## config.mk

```make
export PLATFORM = sky130hd
export DESIGN_NAME = b20_extend
export DESIGN_NICKNAME = d
export VERILOG_FILES = /design/src/rtl/b20_extend.sv
export SDC_FILE = /design/constraint.sdc
export NUM_CORES = 1
export LEC_CHECK = 0
export ABC_CLOCK_PERIOD_IN_PS = 6100
export CAP_MARGIN = 25
export CORE_MARGIN = 2
export CORE_UTILIZATION = 65
export CTS_CLUSTER_DIAMETER = 40
export DETAILED_ROUTE_END_ITERATION = 8
export PLACE_DENSITY_LB_ADDON = 0.12
export SETUP_SLACK_MARGIN = 0.15
export SLEW_MARGIN = 15
export SYNTH_ARGS = -nofsm -noshare
export SYNTH_HDL_FRONTEND = slang
export SYNTH_SLANG_ARGS = --single-unit
```

## constraint.sdc

```tcl
create_clock -name CLK -period 6.1 [get_ports CLK]
set_input_delay 0.915 -clock CLK [delete_from_list [all_inputs] [get_ports CLK]]
set_output_delay 0.915 -clock CLK [all_outputs]
set_load 0.01 [all_outputs]
```

## src/rtl/b20_extend.sv

```systemverilog
// Extension stage for the 20-bit filter-input enumerator: steps the enumerator,
// tests both next-bit extensions against the keystream bit, queues survivors in a FWFT FIFO.
module b20_extend #(
    parameter int unsigned DEPTH = 16
) (
    input  logic        CLK,
    input  logic        RESET,
    input  logic        START,
    input  logic        KS_BIT,
    output logic        ENUM_RSTn,
    output logic        ENUM_STB,
    input  logic [19:0] ENUM_KEY20,
    output logic [20:0] OUT_KEY21,
    output logic        OUT_VALID,
    input  logic        OUT_READY,
    output logic [16:0] CAND_CNT,
    output logic        BUSY,
    output logic        DONE
);

    localparam int unsigned KEY_W = 20;
    localparam int unsigned EXT_W = 21;
    localparam int unsigned CNT_W = 17;
    localparam int unsigned FET_W = 16;
    localparam int unsigned PTR_W = $clog2(DEPTH);
    localparam int unsigned OCC_W = PTR_W + 1;

    localparam logic [FET_W-1:0] N_CAND = 16'h8000;
    localparam logic [15:0]      FA_TBL = 16'h9E98;
    localparam logic [15:0]      FB_TBL = 16'hB48E;
    localparam logic [31:0]      FC_TBL = 32'hEC57E80A;

    typedef enum logic [2:0] {
        S_IDLE, S_CLEAR, S_STROBE, S_LOAD, S_PUSH0, S_PUSH1, S_DRAIN, S_FIN
    } state_t;

    // Crypto1 filter function; the 4-bit tables are indexed by the bit-reversed nibble
    function automatic logic fa(input logic [3:0] n);
        return FA_TBL[{n[0], n[1], n[2], n[3]}];
    endfunction

    function automatic logic fb(input logic [3:0] n);
        return FB_TBL[{n[0], n[1], n[2], n[3]}];
    endfunction

    function automatic logic filt(input logic [KEY_W-1:0] x);
        logic [4:0] sel;
        sel = {fa(x[3:0]), fb(x[7:4]), fa(x[11:8]), fa(x[15:12]), fb(x[19:16])};
        return FC_TBL[sel];
    endfunction

    state_t             state_q, state_d;
    logic               ks_q, ks_d;
    logic [KEY_W-1:0]   key_q, key_d;
    logic               pass0_q, pass0_d, pass1_q, pass1_d;
    logic [FET_W-1:0]   fetched_q, fetched_d;
    logic [CNT_W-1:0]   cnt_q, cnt_d;
    logic               done_q, done_d;
    logic               busy_q, stb_q, rstn_q;
    logic               push_c, push_bit_c, pop_c, full_c;
    logic [EXT_W-1:0]   push_data_c;

    logic [EXT_W-1:0]   mem [DEPTH];
    logic [PTR_W-1:0]   wr_ptr_q, rd_ptr_q;
    logic [OCC_W-1:0]   occ_q, occ_d;
    logic [EXT_W-1:0]   head_q;
    logic               valid_q;

    assign full_c      = (occ_q == OCC_W'(DEPTH));
    assign pop_c       = (occ_q != '0) && OUT_READY;
    assign push_data_c = {key_q, push_bit_c};

    // Next-state and datapath updates
    always_comb begin
        state_d    = state_q;
        ks_d       = ks_q;
        key_d      = key_q;
        pass0_d    = pass0_q;
        pass1_d    = pass1_q;
        fetched_d  = fetched_q;
        cnt_d      = cnt_q;
        done_d     = done_q;
        push_c     = 1'b0;
        push_bit_c = 1'b0;
        case (state_q)
            S_IDLE: begin
                if (START) begin
                    ks_d      = KS_BIT;
                    cnt_d     = '0;
                    fetched_d = '0;
                    done_d    = 1'b0;
                    state_d   = S_CLEAR;
                end
            end
            S_CLEAR:  state_d = S_STROBE;
            S_STROBE: begin
                fetched_d = fetched_q + FET_W'(1);
                state_d   = S_LOAD;
            end
            S_LOAD: begin
                key_d   = ENUM_KEY20;
                pass0_d = (filt({ENUM_KEY20[18:0], 1'b0}) == ks_q);
                pass1_d = (filt({ENUM_KEY20[18:0], 1'b1}) == ks_q);
                state_d = S_PUSH0;
            end
            S_PUSH0: begin
                if (!pass0_q) begin
                    state_d = S_PUSH1;
                end else if (!full_c) begin
                    push_c  = 1'b1;
                    state_d = S_PUSH1;
                end
            end
            S_PUSH1: begin
                push_bit_c = 1'b1;
                if (!pass1_q || !full_c) begin
                    push_c  = pass1_q;
                    state_d = (fetched_q == N_CAND) ? S_DRAIN : S_STROBE;
                end
            end
            S_DRAIN: begin
                if (occ_q == '0) begin
                    done_d  = 1'b1;
                    state_d = S_FIN;
                end
            end
            S_FIN:   state_d = S_IDLE;
            default: state_d = S_IDLE;
        endcase
        if (push_c) begin
            cnt_d = cnt_q + CNT_W'(1);
        end
        occ_d = occ_q + OCC_W'(push_c) - OCC_W'(pop_c);
    end

    // State, control and registered outputs
    always_ff @(posedge CLK) begin
        if (RESET) begin
            state_q   <= S_IDLE;
            ks_q      <= 1'b0;
            key_q     <= '0;
            pass0_q   <= 1'b0;
            pass1_q   <= 1'b0;
            fetched_q <= '0;
            cnt_q     <= '0;
            done_q    <= 1'b0;
            busy_q    <= 1'b0;
            stb_q     <= 1'b0;
            rstn_q    <= 1'b1;
        end else begin
            state_q   <= state_d;
            ks_q      <= ks_d;
            key_q     <= key_d;
            pass0_q   <= pass0_d;
            pass1_q   <= pass1_d;
            fetched_q <= fetched_d;
            cnt_q     <= cnt_d;
            done_q    <= done_d;
            busy_q    <= !((state_d == S_IDLE) || (state_d == S_FIN));
            stb_q     <= (state_d == S_STROBE);
            rstn_q    <= (state_d != S_CLEAR);
        end
    end

    // FIFO storage; contents are irrelevant after a flush so no reset
    always_ff @(posedge CLK) begin
        if (push_c) begin
            mem[wr_ptr_q] <= push_data_c;
        end
    end

    // FIFO pointers and registered FWFT head
    always_ff @(posedge CLK) begin
        if (RESET) begin
            wr_ptr_q <= '0;
            rd_ptr_q <= '0;
            occ_q    <= '0;
            head_q   <= '0;
            valid_q  <= 1'b0;
        end else begin
            if (push_c) begin
                wr_ptr_q <= wr_ptr_q + PTR_W'(1);
            end
            if (pop_c) begin
                rd_ptr_q <= rd_ptr_q + PTR_W'(1);
            end
            if (push_c && (occ_q == OCC_W'(pop_c))) begin
                head_q <= push_data_c;
            end else if (pop_c) begin
                head_q <= mem[rd_ptr_q + PTR_W'(1)];
            end
            occ_q   <= occ_d;
            valid_q <= (occ_d != '0);
        end
    end

    assign ENUM_RSTn = rstn_q;
    assign ENUM_STB  = stb_q;
    assign OUT_KEY21 = head_q;
    assign OUT_VALID = valid_q;
    assign CAND_CNT  = cnt_q;
    assign BUSY      = busy_q;
    assign DONE      = done_q;

endmodule

```

==> run_results.csv, run 1 <==
group,metric,value,unit
clock_tree,clock_path_buffers,3,
critical_path,cp.required,6520,ps
timing,tightestPinTransition,945,ps
detailed_routing,wl,38600,um
grt,grt_usage,28.0,%
clock_tree,cts_hold_buf,0,
grt,grt_max_degree,95,
clock_tree,cts_tree,"built",
outcome,status,"finished, final reports clean",
detailed_routing,drtIter0Drc,1165,
min_path,min_path_type,"reg2reg",
clock_tree,clkLatencyLatePin,550,ps
timing,rsz0062_at_grt,"no",
timing,fin_skew,13.3,ps
detailed_routing,vias,10100,
floorplan,die_y,168,um
synth,ys_seq_elements,434,
timing,period_share,67.0,%
critical_path,cp.arrival,4500,ps
critical_path,path_max_fanout,25,
synth,ys_types,59,
grt,grt_pass1_wl,58800,um
synth,synth-xor-area-share,0.803,%
timing,max_clock_freq,245,MHz
placed_design,port_buffers,67,
synth,syn_area,0.0175,sq mm
floorplan,die_w,168,um
timing,timing.setup.tns,0,ps
clock_tree,cts_setup_buffers,0,
synth,yosys_warnings,0,
final_layout,finalInstanceArea,0.0202,sq mm
floorplan,io_pins,68,
clock_tree,cts_root_buffer,"clkbuf_16",
detailed_routing,via_per_inst,6.54,
min_path,holdPathEnd,"CAND_CNT[6]",
critical_path,worstSetupPathType,"reg2reg",
floorplan,core.rowCount,59,
synth,synth.net_count,1129,
clock_tree,clock-sinks,434,
critical_path,r2r-start,"occ_q[3]",
synth,synth-adder-area-share,1.55,%
power_and_ir_drop,p_leak,6.67,nW
min_path,min_path_cells,1,
synth,synth-simple-area-share,7.70,%
clock_tree,cts_resized,0,
critical_path,rrSetupSlack,2010,ps
final_layout,drive_above_1_share,20.2,%
placed_design,gp_congestion,0.834,
critical_path,crit_path_end_kind,"register",
timing,drv_slew,0,
synth,synth-compound-area-share,4.54,%
power_and_ir_drop,power_density,394,mW/mm^2
timing,period_minus_slack,4090,ps
clock_tree,cts-buffers-inserted,47,
synth,synth_top_family_by_area,"multiplexers",
detailed_routing,wl_per_cell,25.1,um
final_layout,syn_to_final_growth,15.5,%
critical_path,setup.worst_path.start,"occ_q[3]",
synth,async_flop_share,0,%
final_layout,final_nets,1213,
power_and_ir_drop,ir_worst_vdd,0.000254,V
critical_path,reg2reg_to,"OUT_KEY21[13]",
synth,synth_edf_count,336,
timing,slew_headroom,37.0,%
clock_tree,htreeDepth,2,
synth,ys_seq_area_share,69.0,%
grt,grt-ovfl-total,0,
grt,grt_pass1_vias,9895,
final_layout,diodes,0,
floorplan,core,0.0262,sq mm
floorplan,start_util,66.6,%
placed_design,preCtsSetupSlack,1800,ps
placed_design,dp.final_hpwl,21700,um
job,maxCapViolCount,0,
detailed_routing,drc,0,
timing,hold_viol_final,0,
critical_path,start_kind,"register",
synth,synthMuxAreaShare,14.2,%
grt,antenna_found_initial,0,
placed_design,placed_area,0.0185,sq mm
detailed_routing,ant_nets,0,
critical_path,reg2reg_depth,14,
synth,syn_inst,1083,
detailed_routing,dr.pass1.iters,5,
timing,setup_slack,2010,ps
floorplan,dieArea,0.0282,sq mm
synth,synth_flop_cell,"edfxtp_1",
timing,setup_violations,0,
clock_tree,path_clk_slew,60,ps
synth,postSynthAreaPerCell,16.1,sq um
timing,holdWs,497,ps
min_path,hold_start,"CAND_CNT[6]",
-- through the flow --
stage / instances / total power, mW / util (%)
4_1_cts: 1539 / 7.97 / 76.9
6_report: 1540 / 7.94 / 77.0
3_5_place_dp: 1452 / 5.05 / 70.7
2_1_floorplan: 1083 / 4.64 / -
5_1_grt: 1540 / 8.21 / 77.0
3_3_place_gp: 1452 / 5.04 / 70.7
-- layer usage --
layer | GRT usage [%] | wire, um
met1 | 39.8 | 15200
met2 | 46.3 | 19200
met3 | 4.44 | 3410
met4 | 7.41 | 828
met5 | 0 | 0
-- worst max path at each step --
stage | to
floorplan | mem[1][0]
global placement | OUT_KEY21[11]
detailed placement | OUT_KEY21[11]
CTS | OUT_KEY21[10]
global route | OUT_KEY21[13]
finish | OUT_KEY21[13]
-- layout by cell type, fill, tap and decap left out, drive strengths merged, types with 26 or more instances in the layout --
master,n
clkdlybuf4s50,66
clkbuf,56
inv,29
a211oi,30
nand2,98
edfxtp,336
dfxtp,98
nor2,84
a21oi,73
mux4,105
buf,26
-- synthesized netlist by cell type (3+ instances only) --
| master | count | area, sq um |
|---|---|---|
| ha_1 | 20 | 250 |
| nand2b_1 | 8 | 50.1 |
| edfxtp_1 | 336 | 10100 |
| nor2_1 | 83 | 312 |
| mux2i_1 | 3 | 30.0 |
| a21oi_1 | 72 | 360 |
| o21ai_0 | 9 | 45.0 |
| o21a_1 | 3 | 22.5 |
| mux4_2 | 105 | 2360 |
| or2_2 | 4 | 25.0 |
| and3_1 | 9 | 56.3 |
| mux2_2 | 3 | 33.8 |
| xnor2_1 | 8 | 70.1 |
| nand2_1 | 98 | 368 |
| nand3b_1 | 9 | 67.6 |
| clkbuf_1 | 34 | 128 |
| o31ai_1 | 3 | 22.5 |
| buf_6 | 5 | 56.3 |
| and2_1 | 4 | 25.0 |
| nand4_1 | 6 | 37.5 |
| buf_2 | 12 | 60.1 |
| a211oi_1 | 30 | 225 |
| buf_4 | 3 | 22.5 |
| dfxtp_1 | 98 | 1960 |
| inv_1 | 21 | 78.8 |
| or3_1 | 4 | 25.0 |
| and4_1 | 4 | 35.0 |
| nand3_1 | 23 | 115 |
| mux2_1 | 5 | 56.3 |
| nor3_1 | 14 | 70.1 |
| nor2b_1 | 5 | 31.3 |
| xor2_1 | 8 | 70.1 |
-- power by group --
part / leakage (nW) / internal (mW) / switching [mW]
Combinational: 2.00 / 0.893 / 0.729
Clock: 0.785 / 1.76 / 1.17
Sequential: 3.88 / 3.23 / 0.147
Total: 6.67 / 5.89 / 2.05
-- kinds of logic (layout without fill, tap and decap cells) --
| logic type | Yosys count | in the layout |
|---|---|---|
| xor gates and xnor gates | 16 | 16 |
| adders and majority gates | 21 | 21 |
| AOI/OAI and AO/OA | 131 | 131 |
| muxes | 116 | 116 |
| buffers and inverters | 80 | 202 |
| DFF | 434 | 434 |
| and+or+nand+nor | 285 | 285 |
-- area by class of cell --
cell class,count,area (sq um)
flip-flops and latches,434,12100
fillers,1484,6030
multi-input cells,569,5110
clock buffers,56,1270
repair buffers,92,876
well taps,335,419
clock inverters,31,353
inverters,23,88.8
-- state kept, by name, summed over array words and instances (netlist names), 3 cells and up --
| signal | cells |
|---|---|
| CAND_CNT | 17 |
| OUT_KEY21 | 21 |
| fetched_q | 16 |
| key_q | 20 |
| mem | 336 |
| occ_q | 5 |
| rd_ptr_q | 4 |
| state_q | 3 |
| wr_ptr_q | 4 |
-- critical path, cell delays in order, from the launching register on --
cell and delay (ps):
dfxtp_1 310, inv_1 70, ha_1 170, nand2b_1 70
nor3_1 410, nand2b_1 170, buf_4 340, inv_2 360
ha_1 400, inv_1 50, nor3_1 240, nand4b_1 670
buf_4 460, nor2_1 150, a211oi_1 80
Note: power is estimated with default switching activity, not from simulation.
==> inputs of run 2 (changes only) <==
Settings changed: ABC_CLOCK_PERIOD_IN_PS 6100 to 4010, CORE_UTILIZATION 65 to 61.
Clock period 6.1 ns to 4.01 ns, I/O delays scaled along.
==> run 2 against run 1 <==
Effect of this change: clock-buffer cell count up 7; critical path depth up 1; sequential share of layout area down 0.51 points; setup slack worse by 890 ps; combinational power up 59%; clock power up 47%; highest routed layer unchanged; via count down 0.49%; largest power group unchanged.
==> run_results.csv, run 2 (synthesized netlist as in run 1, its figures left out) <==
group,metric,value,unit
final_layout,drive_above_1_share,20.9,%
timing,max_clock_freq,346,MHz
placed_design,gp_congestion,0.809,
clock_tree,cts-buffers-inserted,48,
critical_path,start_kind,"register",
outcome,status,"finished, final reports clean",
timing,hold_viol_final,0,
placed_design,dp.final_hpwl,22600,um
placed_design,post-place-cells,1514,
timing,timing.setup.tns,0,ps
critical_path,worstSetupPathType,"reg2reg",
power_and_ir_drop,ir_worst_vdd,0.000418,V
clock_tree,path_clk_slew,50,ps
timing,rsz0062_at_grt,"no",
timing,period_minus_slack,2890,ps
timing,tightestPinTransition,865,ps
clock_tree,clock-sinks,434,
power_and_ir_drop,p_leak,6.76,nW
detailed_routing,drc,0,
final_layout,syn_to_final_growth,16.5,%
power_and_ir_drop,pwr-share-comb,21.4,%
floorplan,start_util,62.3,%
final_layout,fin_cells,1602,
timing,holdWs,478,ps
timing,fin_skew,31.2,ps
floorplan,die_y,173,um
power_and_ir_drop,pwr-share-seq,42.4,%
detailed_routing,ant_nets,0,
power_and_ir_drop,clkPwrFrac,36.1,%
detailed_routing,vias,10000,
final_layout,largest_reg_flops,336,
timing,period_share,72.0,%
detailed_routing,wl,40000,um
final_layout,layout_commonest_cell,"edfxtp_1",
critical_path,cp.required,4380,ps
final_layout,final_nets,1232,
power_and_ir_drop,power_density,589,mW/mm^2
clock_tree,htreeDepth,2,
detailed_routing,drtIter0Drc,1131,
clock_tree,cts_tree,"built",
placed_design,port_buffers,67,
power_and_ir_drop,p_int,8.90,mW
critical_path,cp.arrival,3250,ps
clock_tree,clkLatencyLatePin,560,ps
grt,antenna_found_initial,0,
floorplan,io_pins,68,
grt,grt_pass1_wl,60800,um
floorplan,dieArea,0.0300,sq mm
floorplan,core,0.0280,sq mm
clock_tree,cts_hold_buf,0,
grt,grt_pass1_vias,10100,
grt,grt_max_degree,74,
final_layout,final_cell_mix,"336 x edfxtp_1, 105 x mux4_2, 98 x nand2_1, 97 x dfxtp_1, 72 x a21oi_1",
detailed_routing,dr.pass1.iters,5,
detailed_routing,wl_per_cell,25.0,um
job,maxCapViolCount,0,
critical_path,path_max_fanout,4,
detailed_routing,via_per_inst,6.26,
grt,grt_usage,27.2,%
clock_tree,cts_root_buffer,"clkbuf_16",
clock_tree,clock_path_buffers,3,
power_and_ir_drop,power.switching,3.08,mW
clock_tree,cts_setup_buffers,0,
timing,slew_headroom,42.3,%
grt,grt-ovfl-total,0,
final_layout,diodes,0,
final_layout,largest-register,"mem",
clock_tree,cts_resized,0,
floorplan,die_w,173,um
min_path,min_path_type,"reg2reg",
floorplan,core.rowCount,61,
timing,setup_violations,0,
critical_path,crit_path_end_kind,"register",
timing,drv_slew,0,
power_and_ir_drop,swShare,25.7,%
final_layout,nFillCells,1740,
run 2: cell types whose count changed in the layout (fill, tap and decap cells not counted), sizes merged:
cell and change:
clkinv -1, inv -1, clkinvlp -2, clkbuf +7, buf +18, bufinv -2
run 2: path summary, 6_finish.rpt:
| check | from | end | slack, ps | depth (start not counted) |
|---|---|---|---|---|
| max reg2reg | occ_q[2] | OUT_VALID | 1120 | 15 |
| max | occ_q[2] | OUT_VALID | 1120 | 15 |
| min reg2reg | DONE | DONE | 480 | 2 |
| min | DONE | DONE | 480 | 2 |
run 2: stage by stage:
step / power [mW] / utilization (%) / cell area (sq um) / setup slack (ps)
floorplan: 7.07 / - / 17500 / 567
global placement: 7.71 / 67.0 / 18800 / 1060
detailed placement: 7.77 / 67.0 / 18800 / 932
CTS: 12.1 / 72.6 / 20300 / 1120
global route: 12.4 / 72.6 / 20300 / 825
finish: 12.0 / 72.6 / 20300 / 1120
run 2: power by group through the flow:
stage / registers (mW) / logic, mW / clock network (mW)
global placement: 5.18 / 2.53 / 0
global route: 5.11 / 2.74 / 4.56
finish: 5.08 / 2.57 / 4.33
detailed placement: 5.18 / 2.58 / 0
floorplan: 5.11 / 1.95 / 0
CTS: 5.09 / 2.59 / 4.38
run 2: area by class of cell:
cell class	count	area [sq um]	share of cell area (%)
sequential	434	12100	59.2
multi-input combinational	569	5110	25.1
clock buffer	63	1310	6.43
timing repair buffer	110	1050	5.18
tap	378	473	2.32
clock inverter	25	259	1.27
inverter	23	88.8	0.437
run 2: layer usage:
layer	up-vias	share of wire, %	global-route usage [%]
met5	-	0	0
met1	5069	40	39.0
li1	4402	-	-
met4	0	2.9	9.60
met3	91	8.4	5.12
met2	465	48	42.7
run 2: worst max-delay path: stages, from the launching register on:
cell      delay (ps)
dfxtp_1          310
inv_1             70
ha_1             170
nand2b_1          70
nor3_1           330
nand2b_1         200
inv_2             50
ha_1             260
inv_1             50
ha_1             210
fa_1             410
a21oi_1          140
nor2_1            50
nor2_1           110
xnor2_1          150
a41oi_1          140
==> inputs of run 3 (changes only) <==
Settings changed: ABC_CLOCK_PERIOD_IN_PS 4010 to 2900.
Clock period 4.01 ns to 2.9 ns, I/O delays scaled along.
==> run 3 against run 2 <==
Effect of this change: die area unchanged; via count is 0.92% higher; clock-buffer cell count decreased by 6; largest cell class unchanged; global-route usage is 0.48 points lower.
==> run_results.csv, run 3 (synthesized netlist as in run 1, its figures left out) <==
group,metric,value,unit
detailed_routing,dr.pass1.iters,5,
critical_path,path_max_fanout,2,
clock_tree,htreeDepth,2,
outcome,status,"finished, final reports clean",
critical_path,setup.worst_path.start,"occ_q[2]",
final_layout,final_nets,1242,
grt,grt_pass1_wl,60400,um
critical_path,worstSetupPathType,"reg2reg",
final_layout,nFillCells,1732,
final_layout,final_util,73.3,%
clock_tree,cts_resized,0,
critical_path,crit_path_end_kind,"register",
grt,grt-ovfl-total,0,
timing,rsz0062_at_grt,"no",
placed_design,placed_area,0.0189,sq mm
critical_path,r2r-start,"occ_q[2]",
clock_tree,path_clk_slew,60,ps
job,maxCapViolCount,0,
timing,slew_headroom,39.2,%
placed_design,dp.final_hpwl,23200,um
power_and_ir_drop,power.total,16.7,mW
clock_tree,clock_path_buffers,3,
timing,setup_violations,0,
clock_tree,cts-buffers-inserted,49,
min_path,min_path_type,"in2reg",
placed_design,port_buffers,67,
grt,grt_usage,26.7,%
floorplan,core,0.0280,sq mm
timing,fin_skew,11.5,ps
final_layout,layout_commonest_cell,"edfxtp_1",
timing,holdWs,500,ps
placed_design,preCtsSetupSlack,204,ps
clock_tree,cts_hold_buf,0,
timing,timing.setup.tns,0,ps
floorplan,die_y,173,um
power_and_ir_drop,p_leak,6.82,nW
floorplan,io_pins,68,
critical_path,cpLargestDelayFamily,"adder cells",
detailed_routing,wl,39000,um
final_layout,seq_area,0.0121,sq mm
clock_tree,cts_root_buffer,"clkbuf_16",
detailed_routing,wl_per_cell,24.2,um
final_layout,fin_cells,1614,
clock_tree,cts_setup_buffers,0,
grt,grt_max_degree,76,
grt,grt_pass1_vias,10300,
timing,drv_slew,0,
timing,tightestPinTransition,913,ps
min_path,hold_start,"RESET",
power_and_ir_drop,ir_worst_vdd,0.000624,V
final_layout,drive_above_1_share,22.7,%
detailed_routing,vias,10100,
final_layout,final_cell_mix,"336 x edfxtp_1, 105 x mux4_2, 98 x nand2_1, 96 x dfxtp_1, 71 x a21oi_1",
power_and_ir_drop,power_density,814,mW/mm^2
grt,antenna_found_initial,0,
final_layout,diodes,0,
floorplan,core.rowCount,61,
final_layout,finalInstanceArea,0.0205,sq mm
detailed_routing,via_per_inst,6.27,
floorplan,die_w,173,um
placed_design,gp_congestion,0.834,
critical_path,max_stage_delay,380,ps
final_layout,multi_input_area,0.00517,sq mm
timing,period_minus_slack,2560,ps
placed_design,post-place-cells,1523,
detailed_routing,ant_nets,0,
final_layout,largest_reg_flops,336,
critical_path,cp.arrival,2940,ps
timing,max_clock_freq,390,MHz
critical_path,crit_chain,"inv_1, ha_2, nand2b_1, nor3_2, nand2b_4, inv_4, ha_4, inv_2, ha_2, fa_2, a21oi_2, nor2_1, nor2_1, xnor2_1, a41oi_1",
detailed_routing,drc,0,
critical_path,start_kind,"register",
final_layout,syn_to_final_growth,17.6,%
timing,setup_slack,335,ps
clock_tree,clock-sinks,434,
timing,period_share,88.4,%
floorplan,dieArea,0.0300,sq mm
detailed_routing,drtIter0Drc,1012,
critical_path,critPathBufInv,3,
clock_tree,cts_tree,"built",
floorplan,start_util,62.3,%
clock_tree,clkLatencyLatePin,550,ps
critical_path,slowest_stage,"fa_2",
timing,hold_viol_final,0,
critical_path,cp.required,3280,ps
final_layout,largest-register,"mem",
run 3: path summary, 6_finish.rpt:
check / endpoint / slack, ps / depth (start not counted)
setup reg to reg: OUT_VALID / 340 / 15
setup / recovery: OUT_VALID / 340 / 15
hold reg to reg: CAND_CNT[6] / 500 / 1
hold / removal: ks_q / 500 / 2
run 3: layer usage:
| metal | routed length (um) | GRT usage [%] | up-vias | part of all wire, % |
|---|---|---|---|---|
| met3 | 3100 | 4.93 | 84 | 7.9 |
| met2 | 19700 | 44.4 | 452 | 50 |
| met4 | 1010 | 8.44 | 0 | 2.6 |
| li1 | - | - | 4438 | - |
| met5 | 0 | 0 | - | 0 |
| met1 | 15200 | 36.5 | 5145 | 39 |
run 3: cell type report:
type	instances	area share, %
inverters	23	0.445
multi-input cells	569	25.2
flip-flops and latches	434	58.7
repair buffers	119	5.58
well taps	378	2.30
clock inverters	34	1.38
clock buffers	57	6.42
run 3: power breakdown:
part,total (mW),switching [mW],internal [mW]
Sequential,6.97,0.165,6.81
Combinational,3.74,1.71,2.04
Clock,6.01,2.45,3.56
Total,16.7,4.32,12.4
